--- src/rtl/shit_drop_scheduler_if.sv ---
// Spawn handshake, hit inputs and per-slot draw outputs of the dropping scheduler.
// Latency: none, this is wiring only.
// Backpressure: none; spawn_ack/spawn_drop report acceptance one cycle after spawn_req.
interface shit_drop_scheduler_if #(
  parameter int NUM_SLOTS = 4
);
  logic                         spawn_req;
  logic signed [10:0]           spawn_x;
  logic signed [10:0]           spawn_y;
  logic [NUM_SLOTS-1:0]         hit;
  logic                         spawn_ack;
  logic                         spawn_drop;
  logic [NUM_SLOTS-1:0][10:0]   topLeftX;
  logic [NUM_SLOTS-1:0][10:0]   topLeftY;
  logic [NUM_SLOTS-1:0]         isActive;
  logic [NUM_SLOTS-1:0]         splash;
  logic [3:0]                   active_count;

  // game logic / bird control side
  modport master (
    output spawn_req, spawn_x, spawn_y, hit,
    input  spawn_ack, spawn_drop, topLeftX, topLeftY, isActive, splash, active_count
  );

  // scheduler side
  modport slave (
    input  spawn_req, spawn_x, spawn_y, hit,
    output spawn_ack, spawn_drop, topLeftX, topLeftY, isActive, splash, active_count
  );
endinterface

--- src/rtl/shit_drop_scheduler.sv ---
// Frame-rate spawn/fall/splash/free sequencer for up to NUM_SLOTS droppings; lowest free slot wins a spawn.
// Latency: spawn_req -> isActive/spawn_ack 1 cycle; startOfFrame -> topLeftY 1 cycle; active_count lags state by 1.
// Backpressure: none; a spawn with no IDLE slot is discarded and flagged on spawn_drop. Optional SHIT_GRAVITY_EN: accelerating fall.
module shit_drop_scheduler #(
  parameter int NUM_SLOTS     = 4,
  parameter int FALL_SPEED    = 2,
  parameter int MAX_SPEED     = 8,
  parameter int FLOOR_Y       = 464,
  parameter int SPLASH_FRAMES = 8
) (
  input  logic                clk,
  input  logic                resetN,
  input  logic                startOfFrame,
  shit_drop_scheduler_if.slave bus
);

  localparam logic [1:0] ST_IDLE   = 2'd0;
  localparam logic [1:0] ST_FALL   = 2'd1;
  localparam logic [1:0] ST_SPLASH = 2'd2;

  // velocity width covers whichever of the two speed settings is in use
  localparam int                VEL_W       = $clog2(MAX_SPEED + FALL_SPEED + 1);
  localparam logic [7:0]        SPLASH_LAST = 8'(SPLASH_FRAMES - 1);
  localparam logic signed [11:0] FLOOR_Y12  = 12'(FLOOR_Y);
  localparam logic [10:0]       FLOOR_Y11   = 11'(FLOOR_Y);

  logic [1:0]                 state      [NUM_SLOTS];
  logic [7:0]                 splash_cnt [NUM_SLOTS];
  logic [NUM_SLOTS-1:0][10:0] pos_x;
  logic [NUM_SLOTS-1:0][10:0] pos_y;
  logic                       ack_q;
  logic                       drop_q;
  logic [3:0]                 count_q;

  logic [NUM_SLOTS-1:0]       idle_vec;
  logic [NUM_SLOTS-1:0]       active_vec;
  logic [NUM_SLOTS-1:0]       splash_vec;
  logic [NUM_SLOTS-1:0]       grant;
  logic [3:0]                 active_sum;
  logic [VEL_W-1:0]           step       [NUM_SLOTS];
  logic signed [11:0]         y_next     [NUM_SLOTS];

`ifdef SHIT_GRAVITY_EN
  localparam logic [VEL_W-1:0] MAX_V = VEL_W'(MAX_SPEED);
  logic [VEL_W-1:0] vel [NUM_SLOTS];

  // each slot falls by its own current velocity
  always_comb begin
    for (int i = 0; i < NUM_SLOTS; i++) step[i] = vel[i];
  end

  // velocity starts at 1, grows by 1 per frame that moved the slot, saturates at MAX_SPEED
  always_ff @(posedge clk or negedge resetN) begin
    if (!resetN) begin
      for (int i = 0; i < NUM_SLOTS; i++) vel[i] <= '0;
    end else begin
      for (int i = 0; i < NUM_SLOTS; i++) begin
        if (state[i] == ST_IDLE && bus.spawn_req && grant[i]) begin
          vel[i] <= VEL_W'(1);
        end else if (state[i] == ST_FALL && !bus.hit[i] && startOfFrame &&
                     y_next[i] < FLOOR_Y12 && vel[i] < MAX_V) begin
          vel[i] <= vel[i] + 1'b1;
        end
      end
    end
  end
`else
  localparam logic [VEL_W-1:0] FALL_V = VEL_W'(FALL_SPEED);

  // constant fall speed, no per-slot velocity storage
  always_comb begin
    for (int i = 0; i < NUM_SLOTS; i++) step[i] = FALL_V;
  end
`endif

  // candidate Y one frame on, at 12 bits so a fall near +1023 cannot wrap past the floor test
  always_comb begin
    for (int i = 0; i < NUM_SLOTS; i++) begin
      y_next[i] = $signed({pos_y[i][10], pos_y[i]}) + $signed(12'(step[i]));
    end
  end

  // state decode and live active-slot population count
  always_comb begin
    idle_vec   = '0;
    active_vec = '0;
    splash_vec = '0;
    active_sum = '0;
    for (int i = 0; i < NUM_SLOTS; i++) begin
      idle_vec[i]   = (state[i] == ST_IDLE);
      active_vec[i] = (state[i] != ST_IDLE);
      splash_vec[i] = (state[i] == ST_SPLASH);
      active_sum    = active_sum + 4'(active_vec[i]);
    end
  end

  // one-hot grant of the lowest-index IDLE slot (descending loop leaves the lowest one)
  always_comb begin
    grant = '0;
    for (int i = NUM_SLOTS - 1; i >= 0; i--) begin
      if (idle_vec[i]) grant = NUM_SLOTS'(1) << i;
    end
  end

  // per-slot life cycle, position registers and spawn/count status
  always_ff @(posedge clk or negedge resetN) begin
    if (!resetN) begin
      for (int i = 0; i < NUM_SLOTS; i++) begin
        state[i]      <= ST_IDLE;
        splash_cnt[i] <= '0;
        pos_x[i]      <= '0;
        pos_y[i]      <= '0;
      end
      ack_q   <= 1'b0;
      drop_q  <= 1'b0;
      count_q <= '0;
    end else begin
      for (int i = 0; i < NUM_SLOTS; i++) begin
        case (state[i])
          ST_IDLE: begin
            if (bus.spawn_req && grant[i]) begin
              state[i] <= ST_FALL;
              pos_x[i] <= bus.spawn_x;
              pos_y[i] <= bus.spawn_y;
            end
          end
          ST_FALL: begin
            // a hit freezes the dropping where it is, even on a landing frame
            if (bus.hit[i]) begin
              state[i]      <= ST_SPLASH;
              splash_cnt[i] <= '0;
            end else if (startOfFrame) begin
              if (y_next[i] >= FLOOR_Y12) begin
                pos_y[i]      <= FLOOR_Y11;
                state[i]      <= ST_SPLASH;
                splash_cnt[i] <= '0;
              end else begin
                pos_y[i] <= y_next[i][10:0];
              end
            end
          end
          ST_SPLASH: begin
            if (startOfFrame) begin
              if (splash_cnt[i] == SPLASH_LAST) begin
                state[i]      <= ST_IDLE;
                splash_cnt[i] <= '0;
              end else begin
                splash_cnt[i] <= splash_cnt[i] + 8'd1;
              end
            end
          end
          default: state[i] <= ST_IDLE;
        endcase
      end
      ack_q   <= bus.spawn_req && (|idle_vec);
      drop_q  <= bus.spawn_req && !(|idle_vec);
      count_q <= active_sum;
    end
  end

  assign bus.topLeftX     = pos_x;
  assign bus.topLeftY     = pos_y;
  assign bus.isActive     = active_vec;
  assign bus.splash       = splash_vec;
  assign bus.spawn_ack    = ack_q;
  assign bus.spawn_drop   = drop_q;
  assign bus.active_count = count_q;

endmodule

--- src/flat_wrapper.sv ---
// flat-port wrapper written by rule: the top's interface ports become plain ports
module shit_drop_scheduler_flat 
#(
  parameter int NUM_SLOTS     = 4,
  parameter int FALL_SPEED    = 2,
  parameter int MAX_SPEED     = 8,
  parameter int FLOOR_Y       = 464,
  parameter int SPLASH_FRAMES = 8
)
  (clk, resetN, startOfFrame, bus_spawn_req, bus_spawn_x, bus_spawn_y, bus_hit, bus_spawn_ack, bus_spawn_drop, bus_topLeftX, bus_topLeftY, bus_isActive, bus_splash, bus_active_count);
  shit_drop_scheduler_if #(.NUM_SLOTS(NUM_SLOTS)) bus_i ();
  input  logic clk;
  input  logic resetN;
  input  logic startOfFrame;
  input wire logic [$bits(bus_i.spawn_req)-1:0] bus_spawn_req;
  input wire logic [$bits(bus_i.spawn_x)-1:0] bus_spawn_x;
  input wire logic [$bits(bus_i.spawn_y)-1:0] bus_spawn_y;
  input wire logic [$bits(bus_i.hit)-1:0] bus_hit;
  output wire logic [$bits(bus_i.spawn_ack)-1:0] bus_spawn_ack;
  output wire logic [$bits(bus_i.spawn_drop)-1:0] bus_spawn_drop;
  output wire logic [$bits(bus_i.topLeftX)-1:0] bus_topLeftX;
  output wire logic [$bits(bus_i.topLeftY)-1:0] bus_topLeftY;
  output wire logic [$bits(bus_i.isActive)-1:0] bus_isActive;
  output wire logic [$bits(bus_i.splash)-1:0] bus_splash;
  output wire logic [$bits(bus_i.active_count)-1:0] bus_active_count;
  assign bus_i.spawn_req = bus_spawn_req;
  assign bus_i.spawn_x = bus_spawn_x;
  assign bus_i.spawn_y = bus_spawn_y;
  assign bus_i.hit = bus_hit;
  assign bus_spawn_ack = bus_i.spawn_ack;
  assign bus_spawn_drop = bus_i.spawn_drop;
  assign bus_topLeftX = bus_i.topLeftX;
  assign bus_topLeftY = bus_i.topLeftY;
  assign bus_isActive = bus_i.isActive;
  assign bus_splash = bus_i.splash;
  assign bus_active_count = bus_i.active_count;
  shit_drop_scheduler #(.NUM_SLOTS(NUM_SLOTS), .FALL_SPEED(FALL_SPEED), .MAX_SPEED(MAX_SPEED), .FLOOR_Y(FLOOR_Y), .SPLASH_FRAMES(SPLASH_FRAMES)) u_core (.clk(clk), .resetN(resetN), .startOfFrame(startOfFrame), .bus(bus_i));
endmodule
--- config.mk ---
export PLATFORM = sky130hd
export DESIGN_NAME = shit_drop_scheduler_flat
export DESIGN_NICKNAME = d
export VERILOG_FILES = /design/src/rtl/shit_drop_scheduler_if.sv /design/src/rtl/shit_drop_scheduler.sv /design/src/flat_wrapper.sv
export SDC_FILE = /design/constraint.sdc
export NUM_CORES = 1
export LEC_CHECK = 0
export ABC_CLOCK_PERIOD_IN_PS = 3300
export CORE_MARGIN = 2
export CORE_UTILIZATION = 35
export CTS_BUF_LIST = sky130_fd_sc_hd__clkbuf_8
export CTS_CLUSTER_DIAMETER = 120
export DETAILED_ROUTE_END_ITERATION = 7
export SLEW_MARGIN = 20
export SYNTH_ARGS = -nofsm -noshare
export SYNTH_HDL_FRONTEND = slang
export SYNTH_SLANG_ARGS = --single-unit
--- constraint.sdc ---
create_clock -name clk -period 3.3 [get_ports clk]
set_input_delay 0.66 -clock clk [delete_from_list [all_inputs] [get_ports clk]]
set_output_delay 0.66 -clock clk [all_outputs]
set_load 0.01 [all_outputs]
# Yosys cells after proc, flatten, opt, wreduce, memory -nomap -nowiden
# Index checks and enable logic that the tools add are counted.
[totals]
regBits = 134
in_bits = 30
output_inout_bits = 102
elab_cells = 190
[classes]
n_addsub = 11
n_lt_le_gt_ge = 4
eq_ne = 40
muxes = 76
reduce_logical = 40
[op_table]
columns = ["cell", "n"]
rows = [
  ["11-bit two-way mux", 16],
  ["8-bit two-way mux", 20],
  ["11-bit one-hot mux with 2 select lines", 4],
  ["8-bit one-hot mux with 2 select lines", 4],
  ["11-bit by 3-bit adder with 12-bit output (second input constant)", 4],
  ["12-bit by 10-bit >= comparator with 1-bit output (second input constant)", 4],
  ["2-bit two-way mux", 24],
  ["8-bit by 1-bit adder with 8-bit output (second input constant)", 4],
  ["8-bit by 3-bit equality test with 1-bit output (second input constant)", 4],
  ["2-bit inequality test (second input constant)", 16],
  ["4-bit AND reduction", 8],
  ["2-bit one-hot mux with 3 select lines", 4],
  ["2-bit nonzero test", 12],
  ["5-bit AND reduction", 4],
  ["4-bit two-way mux", 4],
  ["3-bit by 2-bit inequality test with 1-bit output (second input constant)", 4],
  ["3-bit inequality test (second input constant)", 4],
  ["4-bit by 1-bit adder with 4-bit output", 2],
  ["2-bit by 1-bit equality test with 1-bit output (second input constant)", 4],
  ["2-bit equality test (second input constant)", 4],
  ["2-bit zero test", 4],
  ["2-bit by 1-bit inequality test with 1-bit output (second input constant)", 4],
  ["2-bit AND reduction", 4],
  ["1-bit logical AND", 6],
  ["3 further kinds", 3],
]

# Longest topological paths before layout
[logic_depth]
depth_word = 8
mapped_depth = 10
ltp_nobuf = 8

# Least setup slack after synthesis
# Ideal clock, no wire load.
[synth_path]
path_type = "reg2reg"
startpoint = "reg u_core.pos_y (netlist bit u_core.bus.topLeftY[23])"
endpoint = "reg u_core.pos_y (netlist bit u_core.bus.topLeftY[30])"
setup_time_ns = 0.121
arrival_time_ns = 2.518
required_ns = 3.179
setup_slack_ns = 0.661
stages_incl_launch_ff = 10
path_buffers = 2
period_less_slack_ns = 2.639
path_cell_list = "dfrtp_1 ha_1 and3_1 buf_6 a31o_1 and4_4 or4_4 buf_6 o32a_1 o22a_1"
[synth_between]
elab_chain_cells = 6
[synth_lines]
columns = ["item", "line", "source"]
rows = [
  ["start, declared", "shit_drop_scheduler.sv:30", "logic [NUM_SLOTS-1:0][10:0] pos_y;"],
  ["start signal, assigned by index", "shit_drop_scheduler.sv:124", "pos_y[i] <= bus.spawn_y;"],
  ["start signal, assigned by index", "shit_drop_scheduler.sv:138", "pos_y[i] <= y_next[i][10:0];"],
  ["11-bit by 3-bit adder with 12-bit output (*)", "shit_drop_scheduler.sv:79", "y_next[i] = $signed({pos_y[i][10], pos_y[i]}) + $signed(12'(step[i]));"],
  ["12-bit by 10-bit >= comparator with 1-bit output", "shit_drop_scheduler.sv:133", "if (y_next[i] >= FLOOR_Y12) begin"],
  ["11-bit two-way mux (*)", "shit_drop_scheduler.sv:133", ""],
  ["11-bit two-way mux (*)", "shit_drop_scheduler.sv:132", "end else if (startOfFrame) begin"],
  ["11-bit two-way mux (*)", "shit_drop_scheduler.sv:129", "if (bus.hit[i]) begin"],
  ["11-bit one-hot mux with 2 select lines (*)", "shit_drop_scheduler.sv:119", "case (state[i])"],
]
# Every way passes the cells marked *; elsewhere a longest branch is shown, timed or not. The select of a mux whose other input is x is not followed.
# A chain may end at the register's enable or synchronous reset.

# Worst setup path after layout
[layout_path]
startpoint = "reg u_core.pos_y (netlist bit u_core.bus.topLeftY[12])"
endpoint = "reg u_core.state[5] (netlist name)"
[layout_between]
elab_chain_cells = 4
[layout_lines]
columns = ["item", "line", "source"]
rows = [
  ["11-bit by 3-bit adder with 12-bit output", "shit_drop_scheduler.sv:79", ""],
  ["12-bit by 10-bit >= comparator with 1-bit output", "shit_drop_scheduler.sv:133", ""],
  ["3-bit by 2-bit inequality test with 1-bit output (no source line)", "n/a", ""],
  ["5-bit AND reduction (no source line)", "n/a", ""],
  ["end signal, assigned by index", "shit_drop_scheduler.sv:130", "state[i] <= ST_SPLASH;"],
  ["end signal, assigned by index", "shit_drop_scheduler.sv:135", "state[i] <= ST_SPLASH;"],
  ["end signal, assigned by index", "shit_drop_scheduler.sv:145", "state[i] <= ST_IDLE;"],
  ["end, declared", "shit_drop_scheduler.sv:27", "logic [1:0] state [NUM_SLOTS];"],
]
# No other way between the ends.

==> flow_summary.ini <==
[cells_and_area]
nets = 968
final_layout_size_suffix_gt1_frac = 0.1353
antenna_cells = 0
multi_input_area_sq_um = 3817
regArea_sq_um = 3328
finalNonFillerCells = 1214
areaGrowthSynthToFinish_pct = 27.86
fill_cells = 2058

[cts]
cts_tree = yes
clk_path_buf_depth = 2
cts_hold_buf = 0
numCtsBuffers = 17
cts.sinks = 133
cts_resized = 0
clk_pin_slew_ns = 0.09
post_cts_buffers = 0
clk_latency_ns = 0.45
htree_levels = 4
cts-root-buf = clkbuf_8

[sta]
fmax_ghz = 0.3620
setup_viol = 0
fin_setup_tns_ns = 0
relSlewSlack = 0.4389
worst_pin_slew_ns = 0.8416
slew_viol_final = 0
rsz0062_at_grt = false
fin_crit_sh = 0.8370
whs_ns = 0.1902
final-hold-violation-count = 0
clock_skew_ns = 0.01296
min_period_ns = 2.762

[place]
dp_hpwl_mm = 15.49
gp_congestion = 0.8580
io_buffers = 130
dp_cells = 1182

[global_route]
grt_first_pass_wirelength_mm = 35.75
gr-total-overflow = 0
grt_usage = 0.2033
grt_max_degree = 68
grt_antenna_before_repair = 0
grt_pass1_vias = 6520

[worst_setup_path]
cp_common_cell = or3_1
arrival_ns = 3.10
crit_required_ns = 3.64
critPathBufInv = 1
cp_slowest_cell = or3_1
crit_path_start_kind = register
critical_path.max_stage_delay_ns = 0.47
worstSetupEndpointType = register
crit_chain = ha_1 -> nand3_1 -> or3_1 -> o21ai_1 -> o311ai_2 -> buf_4 -> o211a_1 -> or3_1
worst-setup-path-type = reg -> reg
cpLargestDelayFamily = simple AND/OR/NAND/NOR gates
cp_max_fo = 13

[power_and_ir_drop]
p_per_area_nw_per_um2 = 838.6
leakagePower_nw = 3.841
irDropWorstVdd_mv = 0.5265

[synthesis]
syn_avg_cell_area_sq_um = 9.332
synth_seq_cells = 133
synth_seq_area_share = 0.4480
ys.flop_type = dfrtp_1
ys_warn_count = 0
synth.distinct_cells = 80
ys_top_cells_by_area = dfrtp_1 45%, mux2_2 7.0%, nand2_1 4.1%
syn-num-nets = 838
synth.largest_area_cell = dfrtp_1
synthCells = 796
async_reset_ff_frac = 1.000
netlist.area_leader.share = 0.4480
synth-edff-count = 0
synth_area_sq_um = 7428

[die]
die_x_microns = 149.7
fp.dieArea_sq_um = 22410
dieHeight_microns = 149.7
boundaryPins = 132
rows = 53
floorplan.initialDensity = 0.3545
core-area_sq_um = 20960

[detailed_routing]
drtIter0Drc = 467
vias = 6890
via_per_inst = 5.675
finalWirelength_mm = 22.41
wl_per_cell_microns = 18.46
drt_first_pass_iters = 5
antenna_left = 0
drc_errors = 0

[status]
outcome = finished, final reports clean

[flow_run]
max_cap_violations = 0

[hold_path]
hold_class = in -> async
==> routing by layer <==
layer / vias up / share of wire / GRT usage
met2: 256 / 0.43 / 0.2956
met4: 0 / 0.011 / 0.05377
met1: 3361 / 0.46 / 0.2835
li1: 3249 / - / -
met5: - / 0 / 0
met3: 24 / 0.10 / 0.07835
==> power by group <==
| part | total [mW] | switching, mW | leakage (nW) | internal (mW) |
|---|---|---|---|---|
| logic | 3.67 | 1.82 | 1.97 | 1.85 |
| registers | 2.85 | 0.657 | 1.66 | 2.19 |
| clock network | 1.45 | 0.739 | 0.206 | 0.713 |
| total | 7.96 | 3.22 | 3.84 | 4.75 |
==> flip-flops by register name, summed over array words and instances (netlist names) <==
name                     count
u_core.bus.spawn_drop        1
u_core.bus.spawn_ack         1
u_core.state                 8
u_core.bus.topLeftX         44
u_core.splash_cnt           32
u_core.bus.topLeftY         44
u_core.bus.active_count      3
==> worst reg2reg max path, stage by stage (launching register included) <==
cell and delay, ns:
dfrtp_1 0.45, ha_1 0.29, nand3_1 0.16, or3_1 0.47, o21ai_1 0.19, o311ai_2 0.16, buf_4 0.22, o211a_1 0.32
or3_1 0.39
==> logic make-up (layout without fill, tap and decap cells) <==
family                     count (synthesis)  in the layout  share of synthesized area
muxes                                     47             47                    0.07108
DFF                                      133            133                     0.4480
and+or+nand+nor                          307            307                     0.2090
buffers and inverters                     68            211                    0.03874
AOI/OAI and AO/OA                        226            226                     0.2090
other                                      1              1                  0.0005048
adders and majority gates                 12             12                    0.02122
xor gates and xnor gates                   2              2                   0.002359
==> Yosys cell counts, types with 8 or more instances <==
master and instances:
a211oi_1 8, a21oi_1 35, a31oi_1 22, and3_1 16
buf_2 8, clkbuf_1 30, dfrtp_1 133, ha_1 11
inv_1 22, mux2_2 46, nand2_1 81, nand2b_1 13
nand3_1 45, nand4_1 14, nor2_1 51, nor2b_1 9
nor3_1 31, o21ai_0 46, o22ai_1 15, o31ai_1 8
or3_1 13
==> through the flow <==
step | setup slack (ns) | utilization | area [sq um] | total power, mW
4_1_cts | 0.5507 | 0.4532 | 9498 | 8.018
3_3_place_gp | 0.5417 | 0.4336 | 9086 | 6.503
3_5_place_dp | 0.4212 | 0.4336 | 9086 | 6.522
5_1_grt | 0.3114 | 0.4532 | 9498 | 8.523
2_1_floorplan | 0.6609 | - | 7428 | 4.818
6_report | 0.5378 | 0.4532 | 9498 | 7.965
==> cells in the final DEF, fill, tap and decap left out, types with 4 or more instances in the layout <==
master	count
a211oi_1	8
a21o_1	4
a21oi_1	35
a22o_1	7
a22oi_1	4
a31oi_1	22
a32oi_1	4
and3_1	16
and4_1	5
buf_4	25
clkbuf_8	18
clkdlybuf4s50_1	129
clkinv_4	4
dfrtp_1	133
ha_1	11
inv_1	22
inv_6	7
mux2_2	46
nand2_1	81
nand2b_1	13
nand3_1	45
nand4_1	14
nor2_1	51
nor2b_1	9
nor3_1	30
o211ai_1	7
o21ai_0	46
o21ai_1	6
o22a_1	6
o22ai_1	15
o31ai_1	8
o41ai_1	5
or2_2	6
or3_1	13
or4_1	7
==> final timing paths <==
check,from,to,slack [ns],cells after the start
worst max-delay path,u_core.bus.topLeftY[12],u_core.state[5],0.54,8
worst max register to register,u_core.bus.topLeftY[12],u_core.state[5],0.54,8
worst min-delay path,resetN,u_core.splash_cnt[14],0.19,1
min in group clk,u_core.bus.topLeftX[2],u_core.bus.topLeftX[2],0.51,1
max in group asynchronous,resetN,u_core.splash_cnt[18],2.32,2
worst min register to register,u_core.bus.topLeftX[2],u_core.bus.topLeftX[2],0.51,1
==> area by class of cell <==
type,instances,area share
inverter,23,0.009090
timing repair buffer,156,0.1590
clock inverter,14,0.01726
sequential,133,0.3504
clock buffer,18,0.02608
multi-input combinational,595,0.4019
tap,275,0.03623
Note: power is estimated with default switching activity, not from simulation.
==> RTL edit 1: new RTL, same settings <==
Build with the macro `SHIT_GRAVITY_EN` defined.
--- a/src/rtl/shit_drop_scheduler.sv
+++ b/src/rtl/shit_drop_scheduler.sv
@@ -2,4 +2,6 @@
 // Latency: spawn_req -> isActive/spawn_ack 1 cycle; startOfFrame -> topLeftY 1 cycle; active_count lags state by 1.
 // Backpressure: none; a spawn with no IDLE slot is discarded and flagged on spawn_drop. Optional SHIT_GRAVITY_EN: accelerating fall.
+`define SHIT_GRAVITY_EN
+
 module shit_drop_scheduler #(
   parameter int NUM_SLOTS     = 4,
Behaviour: not the same (a bounded check fails within 4 cycles, from zero or initial values and one cycle with resetN low).
==> RTL edit 1 against the unedited design <==
Area after synthesis grew 15%. Via count is 13% higher. Hold slack worse by 0.027 ns. Total power rose by 29%. Wire length up 13%. Setup slack worse by 0.37 ns. Design area is 13% higher. Sequential cell count rose by 16.
==> RTL edit 1: results (changes against the unedited design) <==
| Metric | Value |
|---|---|
| Vias in the first global route | 7372 (was 6520) |
| Delay-heaviest family, CP | compound AO/OA/AOI/OAI gates (was simple AND/OR/NAND/NOR gates) |
| Worst Skew | 0.0101 ns (was 0.0130 ns) |
| Starting DRT DRC Count | 408 (was 467) |
| FF+latch count | 149 (was 133) |
| Avg Inst Size Synth | 8.80 um^2 (was 9.33 um^2) |
| GR Util met1 | 0.273 (was 0.284) |
| Non-filler cells, final | 1443 (was 1214) |
| Seq pwr | 3290 uW (was 2850 uW) |
| Crit-path max cell delay | 0.49 ns (was 0.47 ns) |
| Place WS | 0.124 ns (was 0.421 ns) |
| Sequential share of the synthesized area | 0.435 (was 0.448) |
| NetSw | 4490 uW (was 3220 uW) |
| Synth Area in Adders | 0.0511 (was 0.0212) |
| Multi-Input Combinational | 754 (was 595) |
| Avg WL per Cell | 17.6 um (was 18.5 um) |
| Met3 Use GR | 0.0643 (was 0.0784) |
| Layout cell share with drive strength beyond 1 | 0.0894 (was 0.135) |
| Layout Utilization | 0.443 (was 0.453) |
| Layout Nets | 1168 (was 968) |
| Clock buf/inv share | 0.0371 (was 0.0433) |
| M1 WL | 11700 um (was 10200 um) |
| Met2 wire length | 11300 um (was 9600 um) |
| Leakage | 0.00474 uW (was 0.00384 uW) |
| CTS Root Cell | clkbuf_8 (unchanged) |
| Crit-path slowest cell | fa_1 (was or3_1) |
| WP data arrival | 3.48 ns (was 3.10 ns) |
| Placer Congestion | 0.863 (was 0.858) |
| Synth cell types | 73 (was 80) |
| FILL cells | 2374 (was 2058) |
| Worst IR drop on VDD | 0.440 mV (was 0.526 mV) |
| Largest cells by area after synthesis | dfrtp_1, nand2_1, ha_1 (was dfrtp_1, mux2_2, nand2_1) |
| Cell area after placement | 10300 um^2 (was 9090 um^2) |
| First-pass GRT wire length | 40700 um (was 35700 um) |
| Comb power | 5540 uW (was 3670 uW) |
| Outcome | complete, no violations (unchanged) |
| Non-clk buf share | 0.142 (was 0.159) |
| DPL Wire Length | 18300 um (was 15500 um) |
| Xor/xnor cell area share of the yosys netlist | 0.00818 (was 0.00236) |
| Total track usage | 0.199 (was 0.203) |
| Largest net degree at the start of global routing | 55 (was 68) |
| Invs w/o clock | 28 (was 23) |
| Mapped cell area | 8570 um^2 (was 7430 um^2) |
| CP Max Fanout | 5 (was 13) |
| Commonest cells in the netlist | nand2_1, dfrtp_1, nor2_1, a21oi_1, o21ai_0 (was dfrtp_1, nand2_1, nor2_1, mux2_2, o21ai_0) |
| Seq/total area | 0.348 (was 0.350) |
| DR vias/cell | 5.42 (was 5.68) |
| Compound-Gate Fraction of Synth Area | 0.217 (was 0.209) |
| Area of the multi-input gates | 4550 um^2 (was 3820 um^2) |
| Met3 routed WL | 1880 um (was 2340 um) |
| Multiplexer share of the synthesized area | 0.0333 (was 0.0711) |
| GRT met2 Usage | 0.301 (was 0.296) |
| Rel. slew slack | 0.335 (was 0.439) |
| Worst min path class | in2async (unchanged) |
| Post_cts resized | 0 (unchanged) |
[RTL edit 1: final timing paths]
| kind | startpoint | end | slack, ns | depth (start not counted) |
|---|---|---|---|---|
| setup / recovery | u_core.step[8]$_DFFE_PN0P_ | u_core.state[5]$_DFFE_PN0P_ | 0.17 | 9 |
| hold / removal | resetN | u_core.bus.topLeftY[26]$_DFFE_PN0P_ | 0.16 | 1 |
| setup reg to reg | u_core.step[8]$_DFFE_PN0P_ | u_core.state[5]$_DFFE_PN0P_ | 0.17 | 9 |
| hold reg to reg | u_core.bus.topLeftX[9]$_DFFE_PN0P_ | u_core.bus.topLeftX[9]$_DFFE_PN0P_ | 0.48 | 2 |
| max in group asynchronous | resetN | u_core.bus.topLeftX[3]$_DFFE_PN0P_ | 2.45 | 2 |
| min in group clk | u_core.bus.topLeftX[9]$_DFFE_PN0P_ | u_core.bus.topLeftX[9]$_DFFE_PN0P_ | 0.48 | 2 |
==> RTL edit 2: new RTL, same settings <==
Made on the original files. `FALL_SPEED` is set to 2 in 2 places; all go to 4.
--- a/src/rtl/shit_drop_scheduler.sv
+++ b/src/rtl/shit_drop_scheduler.sv
@@ -4,5 +4,5 @@
 module shit_drop_scheduler #(
   parameter int NUM_SLOTS     = 4,
-  parameter int FALL_SPEED    = 2,
+  parameter int FALL_SPEED    = 4,
   parameter int MAX_SPEED     = 8,
   parameter int FLOOR_Y       = 464,
--- a/src/flat_wrapper.sv
+++ b/src/flat_wrapper.sv
@@ -3,5 +3,5 @@
 #(
   parameter int NUM_SLOTS     = 4,
-  parameter int FALL_SPEED    = 2,
+  parameter int FALL_SPEED    = 4,
   parameter int MAX_SPEED     = 8,
   parameter int FLOOR_Y       = 464,
Function: changed (Yosys sat finds a counterexample within 4 cycles, from zero or initial values and one cycle with resetN low).
==> RTL edit 2 against the unedited design <==
Design area shrank 1.0%. Wire length shrank 1.7%. Combinational power grew 13%. Highest routed layer unchanged. Total power grew 10%. Maximum frequency grew 3.6%. Area after synthesis shrank 0.15%. Setup slack gained 0.097 ns. Sequential cell count is the same. Clock skew is essentially flat. Utilization shrank 0.33 points. Largest power group unchanged. Clock power shrank 8%. Largest cell class unchanged. Count of clock-buffer cells in the layout is the same.
==> RTL edit 2: results (changes against the unedited design) <==
| Metric | Value |
|---|---|
| Leakage | 0.00396 uW (was 0.00384 uW) |
| Sequential share of the synthesized area | 0.449 (was 0.448) |
| Largest cells by area after synthesis | dfrtp_1, nand2_1, mux2_2 (was dfrtp_1, mux2_2, nand2_1) |
| Pwr Density | 932 nW/um^2 (was 839 nW/um^2) |
| Antenna violations before repair | 1 (was 0) |
| GRT met2 Usage | 0.302 (was 0.296) |
| Layout Nets | 996 (was 968) |
| Avg WL per Cell | 17.8 um (was 18.5 um) |
| Avg Inst Size Synth | 8.95 um^2 (was 9.33 um^2) |
| Via count | 6849 (was 6890) |
| DR vias/cell | 5.53 (was 5.68) |
| Crit path to | u_core.bus.topLeftY[39]$_DFFE_PN0P_ (was u_core.state[5]$_DFFE_PN0P_) |
| M1 WL | 9830 um (was 10200 um) |
| Multiplexer share of the synthesized area | 0.0415 (was 0.0711) |
| CP Max Fanout | 7 (was 13) |
| RR Startpoint | u_core.bus.topLeftY[35]$_DFFE_PN0P_ (was u_core.bus.topLeftY[12]$_DFFE_PN0P_) |
| Mapped Nets | 875 (was 838) |
| Placer Congestion | 0.903 (was 0.858) |
| Clock group | 1330 uW (was 1450 uW) |
| GR Util met1 | 0.272 (was 0.284) |
| Met3 routed WL | 1960 um (was 2340 um) |
| Cell area after placement | 9020 um^2 (was 9090 um^2) |
| Worst R2R Setup Slack | 0.63 ns (was 0.54 ns) |
| Crit path time final | 2.67 ns (was 2.76 ns) |
| Outcome | complete, no violations (unchanged) |
| Met2 wire length | 9900 um (was 9600 um) |
| Worst Skew | 0.0132 ns (was 0.0130 ns) |
| Worst IR drop on VDD | 0.463 mV (was 0.526 mV) |
| Rel. slew slack | 0.447 (was 0.439) |
## RTL edit 2: changes by cell type after synthesis, moves of 7 or more
cell,change
a21o_1,+10
mux2_2,-24
nand4_1,-8
inv_1,+8
a22oi_1,+8
a21oi_1,+7
nor3_1,-13
clkbuf_1,+7
o22ai_1,-8
nand2_1,+47
## RTL edit 2: critical path: stages, from the launching register on
cell	delay, ns
dfrtp_1	0.46
ha_1	0.32
and4_1	0.29
o311ai_0	0.28
o21ai_0	0.24
a211oi_2	0.44
buf_4	0.25
a21oi_1	0.07
o22a_1	0.20
## RTL edit 2: final cells by class
type / count / area, um^2
Antenna cell: 1 / 2.50
Clock buffer: 18 / 248
Clock inverter: 14 / 128
Fill cell: 2042 / 11500
Inverter: 31 / 116
Multi-Input combinational cell: 615 / 3760
Sequential cell: 133 / 3330
Tap cell: 275 / 344
Timing Repair Buffer: 152 / 1470
